$ cat src/rtl/queue_beat_packer_pkg.sv
// queue_beat_packer_pkg: shared stream types and REQ/ACK helpers for the Queue-family blocks.
package queue_beat_packer_pkg;
   typedef enum logic {FILL, HOLD} packer_state_e;
   function automatic int lane_w(input int n);
      return (n > 1) ? $clog2(n) : 1;
   endfunction
   function automatic logic xfer(input logic ack, input logic req);
      return ack & req;
   endfunction
endpackage

$ cat src/rtl/queue_beat_packer_if.sv
// queue_beat_packer_if: narrow beat input and wide word output, both REQ/ACK.
interface queue_beat_packer_if #(
   parameter int BitWidth     = 32,
   parameter int BeatsPerWord = 4
);
   localparam int CntWidth = $clog2(BeatsPerWord) + 1;
   logic                             dInACK;
   logic                             dInREQ;
   logic [BitWidth-1:0]              dIN;
   logic                             flush;
   logic                             dOutACK;
   logic                             dOutREQ;
   logic [BitWidth*BeatsPerWord-1:0] dOUT;
   logic [CntWidth-1:0]              dOutBeats;
   modport master (input dInACK, dIN, flush, dOutREQ, output dInREQ, dOutACK, dOUT, dOutBeats);
   modport slave  (output dInACK, dIN, flush, dOutREQ, input dInREQ, dOutACK, dOUT, dOutBeats);
endinterface

$ cat src/rtl/queue_beat_packer_lane_reg.sv
// queue_beat_packer_lane_reg: BeatsPerWord x BitWidth lane accumulator with per-lane write and clear.
module queue_beat_packer_lane_reg #(
   parameter int BitWidth     = 32,
   parameter int BeatsPerWord = 4
) (
   input  logic                             clk,
   input  logic                             rst,
   input  logic                             i_clr,
   input  logic [BeatsPerWord-1:0]          i_we,
   input  logic [BitWidth-1:0]              i_d,
   output logic [BitWidth*BeatsPerWord-1:0] o_lanes
);
   for (genvar g = 0; g < BeatsPerWord; g++) begin : g_lane
      logic [BitWidth-1:0] r_lane;
      always_ff @(posedge clk or negedge rst)
         if (!rst)          r_lane <= '0;
         else if (i_clr)    r_lane <= '0;
         else if (i_we[g])  r_lane <= i_d;
      assign o_lanes[g*BitWidth +: BitWidth] = r_lane;
   end
endmodule

$ cat src/rtl/queue_beat_packer.sv
// queue_beat_packer: packs BeatsPerWord narrow REQ/ACK beats into one wide REQ/ACK word.
module queue_beat_packer
   import queue_beat_packer_pkg::*;
#(
   parameter int BitWidth     = 32,
   parameter int BeatsPerWord = 4
) (
   input logic                clk,
   input logic                rst,
   queue_beat_packer_if.master bus
);
   localparam int CntWidth = $clog2(BeatsPerWord) + 1;
   localparam int LaneW    = lane_w(BeatsPerWord);
   packer_state_e                    r_state, w_state_nxt;
   logic [CntWidth-1:0]              r_cnt, r_beats, w_total;
   logic [BitWidth*BeatsPerWord-1:0] r_dout, w_lanes, w_word;
   logic [BeatsPerWord-1:0]          w_we;
   logic                             w_in_xfer, w_out_xfer, w_emit;
   assign bus.dInREQ   = (r_state == FILL) | bus.dOutREQ;
   assign bus.dOutACK  = (r_state == HOLD);
   assign bus.dOUT     = r_dout;
   assign bus.dOutBeats = r_beats;
   assign w_in_xfer  = xfer(bus.dInACK, bus.dInREQ);
   assign w_out_xfer = xfer(bus.dOutACK, bus.dOutREQ);
   assign w_total    = r_cnt + CntWidth'(w_in_xfer);
   // A flush counts only when it could also have carried a beat, and never emits an empty word.
   assign w_emit = (w_total == CntWidth'(BeatsPerWord)) | (bus.flush & bus.dInREQ & (w_total != '0));
   assign w_we   = w_in_xfer ? (BeatsPerWord'(1) << r_cnt) : '0;
   // The arriving beat is merged here so the completing word never waits on the lane registers.
   always_comb begin
      w_word = w_lanes;
      if (w_in_xfer) w_word[r_cnt[LaneW-1:0]*BitWidth +: BitWidth] = bus.dIN;
   end
   always_comb w_state_nxt = w_emit ? HOLD : w_out_xfer ? FILL : r_state;
   always_ff @(posedge clk or negedge rst)
      if (!rst) r_state <= FILL;
      else      r_state <= w_state_nxt;
   always_ff @(posedge clk or negedge rst)
      if (!rst) begin
         r_cnt   <= '0;
         r_beats <= '0;
         r_dout  <= '0;
      end else begin
         r_cnt <= w_emit ? '0 : w_total;
         if (w_emit) begin
            r_dout  <= w_word;
            r_beats <= w_total;
         end
      end
   queue_beat_packer_lane_reg #(.BitWidth(BitWidth), .BeatsPerWord(BeatsPerWord)) u_lanes (
      .clk     (clk),
      .rst     (rst),
      .i_clr   (w_emit),
      .i_we    (w_we),
      .i_d     (bus.dIN),
      .o_lanes (w_lanes)
   );
endmodule
$ cat src/flat_wrapper.sv
// flat-port wrapper written by rule: the top's interface ports become plain ports
module queue_beat_packer_flat import queue_beat_packer_pkg::*;
#(
   parameter int BitWidth     = 32,
   parameter int BeatsPerWord = 4
)
  (clk, rst, bus_dInACK, bus_dIN, bus_flush, bus_dOutREQ, bus_dInREQ, bus_dOutACK, bus_dOUT, bus_dOutBeats);
  queue_beat_packer_if #(.BitWidth(BitWidth), .BeatsPerWord(BeatsPerWord)) bus_i ();
  input logic clk;
  input logic rst;
  input wire logic [$bits(bus_i.dInACK)-1:0] bus_dInACK;
  input wire logic [$bits(bus_i.dIN)-1:0] bus_dIN;
  input wire logic [$bits(bus_i.flush)-1:0] bus_flush;
  input wire logic [$bits(bus_i.dOutREQ)-1:0] bus_dOutREQ;
  output wire logic [$bits(bus_i.dInREQ)-1:0] bus_dInREQ;
  output wire logic [$bits(bus_i.dOutACK)-1:0] bus_dOutACK;
  output wire logic [$bits(bus_i.dOUT)-1:0] bus_dOUT;
  output wire logic [$bits(bus_i.dOutBeats)-1:0] bus_dOutBeats;
  assign bus_i.dInACK = bus_dInACK;
  assign bus_i.dIN = bus_dIN;
  assign bus_i.flush = bus_flush;
  assign bus_i.dOutREQ = bus_dOutREQ;
  assign bus_dInREQ = bus_i.dInREQ;
  assign bus_dOutACK = bus_i.dOutACK;
  assign bus_dOUT = bus_i.dOUT;
  assign bus_dOutBeats = bus_i.dOutBeats;
  queue_beat_packer #(.BitWidth(BitWidth), .BeatsPerWord(BeatsPerWord)) u_core (.clk(clk), .rst(rst), .bus(bus_i));
endmodule
$ cat config.mk
export PLATFORM = sky130hd
export DESIGN_NAME = queue_beat_packer_flat
export DESIGN_NICKNAME = d
export VERILOG_FILES = /design/src/rtl/queue_beat_packer_pkg.sv /design/src/rtl/queue_beat_packer_if.sv /design/src/rtl/queue_beat_packer_lane_reg.sv /design/src/rtl/queue_beat_packer.sv /design/src/flat_wrapper.sv
export SDC_FILE = /design/constraint.sdc
export NUM_CORES = 1
export LEC_CHECK = 0
export ABC_AREA = 1
export BUFFER_PORTS_ARGS = -buffer_cell sky130_fd_sc_hd__buf_2
export CAP_MARGIN = 5
export CORE_MARGIN = 3
export CORE_UTILIZATION = 60
export CTS_CLUSTER_DIAMETER = 100
export DETAILED_ROUTE_END_ITERATION = 12
export GPL_TIMING_DRIVEN = 0
export PLACE_DENSITY = 0.91
export SLEW_MARGIN = 30
export SYNTH_ARGS = -nofsm -noshare
export SYNTH_HDL_FRONTEND = slang
export SYNTH_HIERARCHICAL = 1
export SYNTH_SLANG_ARGS = --single-unit
$ cat constraint.sdc
create_clock -name clk -period 3.9 [get_ports clk]
set_clock_uncertainty 0.15 [all_clocks]
set_input_delay 0.195 -clock clk [delete_from_list [all_inputs] [get_ports clk]]
set_output_delay 0.195 -clock clk [all_outputs]
set_load 0.02 [all_outputs]
==> run_results.csv <==
group,metric,value,unit
power_and_ir_drop,powerDensity,826,mW/mm^2
placed_design,dpl.hpwl,30.0,mm
power_and_ir_drop,total_power,13.4,mW
grt,grt_first_pass_wirelength,69.8,mm
grt,grt_pass1_vias,13422,
synth,ys_types,21,
clock_network,cts_tree,"yes",
critical_path,endpoint_kind,"flop",
grt,grt_max_degree,86,
power_and_ir_drop,p_leak,9.53,nW
detailed_routing,viasPerCell,5.77,
placed_design,place_area,0.0150,sq mm
timing,setup_slack,66.6,ps
timing,hold_viol,0,
detailed_routing,drtIter0Drc,1818,
clock_network,clk_latency,550,ps
flow_run,cap_violations,0,
power_and_ir_drop,vdd_drop_max,572,uV
clock_network,path_clk_slew,60,ps
placed_design,portBuffers,169,
status,status,"complete, no violations",
floorplan,num_io_pins,170,
clock_network,cts_buffers,28,
timing,setup_viol,0,
detailed_routing,antenna_left,0,
floorplan,initial_utilization,0.619,
critical_path,cp_max_fo,10,
floorplan,die_area,0.0246,sq mm
clock_network,post-cts-setup-buffer-count,0,
cells_and_area,diodes,0,
detailed_routing,num_vias,14328,
timing,fmax,261,MHz
synth,ys_top_cells_by_area,"dfrtp_1, nand2_1, nand3_1",
detailed_routing,drc,0,
critical_path,reg2reg_slack,70,ps
synth,netlist.top_cell.by_area,"dfrtp_1",
critical_path,crit_required,4230,ps
timing,min_period_over_period,0.983,
critical_path,critical_path_class,"flop to flop",
cells_and_area,area_growth_syn_to_layout,19.1,%
synth,syn_inst,1944,
synth,synth_top_area_frac,0.482,
synth,synth_top_flop_cell,"dfrtp_1",
synth,synth_most_common_cell,"nand2_1",
floorplan,core-area,0.0221,sq mm
timing,worstMarginPinSlew,516,ps
detailed_routing,drt-total-wl,46.1,mm
timing,finalMaxSlewViolations,0,
critical_path,critPathSlowestCell,"dfrtp_1",
floorplan,chipWidth,157,um
synth,ys_ff_latch,263,
min_path,hold_path_class,"primary input to asynchronous set/reset pin",
critical_path,r2r_start,"u_core/bus.dOutACK",
synth,synth_commonest_cells,"nand2_1, nand3_1, dfrtp_1",
synth,yosysSeqAreaShare,0.482,
clock_network,clock_sinks,263,
detailed_routing,dr.pass1.iters,6,
synth,syn_area,0.0137,sq mm
synth,yosys_warnings,6,
critical_path,cp-startpoint,"u_core/bus.dOutACK",
critical_path,reg2reg_depth,15,
floorplan,row_count,54,
clock_network,cts_root_buf,"clkbuf_16",
critical_path,cp_common_cell,"nand2_1",
synth,postSynthAreaPerCell,7.03,sq um
timing,maxSlewHeadroom,0.656,
cells_and_area,final_cell_area,0.0163,sq mm
cells_and_area,post-route-util,0.737,
timing,fin_setup_tns,0,ps
grt,grt_overflow,0,
grt,antenna_found_initial,0,
placed_design,gp_congestion,0.956,
grt,grt.total_usage,0.363,
clock_network,htreeDepth,1,
placed_design,place_ws,106,ps
synth,synth_async_sr_flop_share,1.00,
cells_and_area,layout.nets,2227,
critical_path,start_kind,"flop",
cells_and_area,drive_gt1_frac,0.142,
critical_path,critPathArrivalTime,4160,ps
timing,rsz0062_at_grt,"false",
clock_network,cts.path.max_buffers,3,
detailed_routing,wl_per_cell,18.5,um
synth,synth_edf_count,0,
floorplan,die_y,157,um
timing,fin_crit,3830,ps
critical_path,crit_end,"u_core/u_lanes/g_lane[2].r_lane[20]",
critical_path,r2r_end,"u_core/u_lanes/g_lane[2].r_lane[20]",
critical_path,crit_path_cell_trace,"nand2_2 > nand2_1 > nor2_1 > ha_1 > inv_1 > nand2_1 > nand2_1 > nand4_2 > buf_2 > nand2_1 > inv_2 > buf_2 > clkbuf_1 > nand3_1 > nand2_1",
critical_path,cpPeakStageDelay,470,ps
synth,synth_nets,1987,
[power breakdown]
group          switching [mW]  total [mW]  internal [mW]
sequential              0.597        4.35           3.75
clock                    1.10        2.69           1.59
combinational            4.50        6.41           1.91
[routing by layer]
metal	track usage	wire [um]	vias to the layer above
li1	-	-	6529
met1	0.455	16800	6665
met2	0.578	21300	922
met3	0.0698	4640	212
met4	0.234	3340	0
met5	0	0	-
[cell usage in the layout (no fill, tap or decap), types with 3 or more instances in the layout]
| master | n |
|---|---|
| nand2_1 | 660 |
| nand3_1 | 417 |
| dfrtp_1 | 263 |
| nor2_1 | 257 |
| buf_2 | 241 |
| inv_1 | 158 |
| clkbuf_1 | 45 |
| dlygate4sd3_1 | 37 |
| clkbuf_16 | 29 |
| o21ai_0 | 23 |
| buf_1 | 21 |
| clkbuf_8 | 9 |
| buf_4 | 9 |
| clkinv_2 | 6 |
| ha_1 | 6 |
| nand2_2 | 3 |
| buf_16 | 3 |
[critical path: cells and delay by family (launching register included)]
kind / cells / cell delay (ps)
adders and majority gates: 1 / 210
buffers and inverters: 5 / 1340
DFF: 1 / 470
and+or+nand+nor: 9 / 1580
[registers in the layout, summed over array words and instances (netlist names)]
register / cells
u_core/bus.dOUT: 128
u_core/u_lanes/g_lane.r_lane: 128
u_core/bus.dOutBeats: 3
u_core/r_cnt: 3
u_core/bus.dOutACK: 1
[how the worst min path moves through the flow]
stage	start	end	cells after the start
floorplan	rst	u_core/bus.dOUT[0]	0
global placement	u_core/u_lanes/g_lane[1].r_lane[7]	u_core/u_lanes/g_lane[1].r_lane[7]	2
detailed placement	rst	u_core/bus.dOUT[113]	1
CTS	rst	u_core/bus.dOUT[113]	3
global route	rst	u_core/bus.dOUT[113]	3
finish	rst	u_core/bus.dOUT[113]	3
[area by class of cell]
class,count,area (sq um)
inverters,161,604
clock buffers,42,865
fillers,1691,5810
well taps,280,350
clock inverters,8,68.8
plain buffers,146,682
flip-flops and latches,263,6580
repair buffers,210,1330
multi-input cells,1374,5800
[through the flow]
step / hold WS (ps) / instances
global placement: 303 / 2393
floorplan: -251 / 1944
global route: 76.0 / 2484
CTS: 61.3 / 2484
finish: 52.8 / 2484
detailed placement: -56.7 / 2396
[repair_timing]
item / in CTS / in global routing
resized for setup: 0 / 2
hold endpoints to repair: 312 / 0
endpoints found under the setup margin: 0 / 100
hold buffers: 38 / 0
[cells by family after synthesis]
family / synth area share
adder cells (fa/ha/maj): 0.00549
AND/OR/NAND/NOR: 0.410
buffers and inverters: 0.0940
flip-flops: 0.482
AO/OA/AOI/OAI: 0.00915
Power figures use the tool's default switching activity.
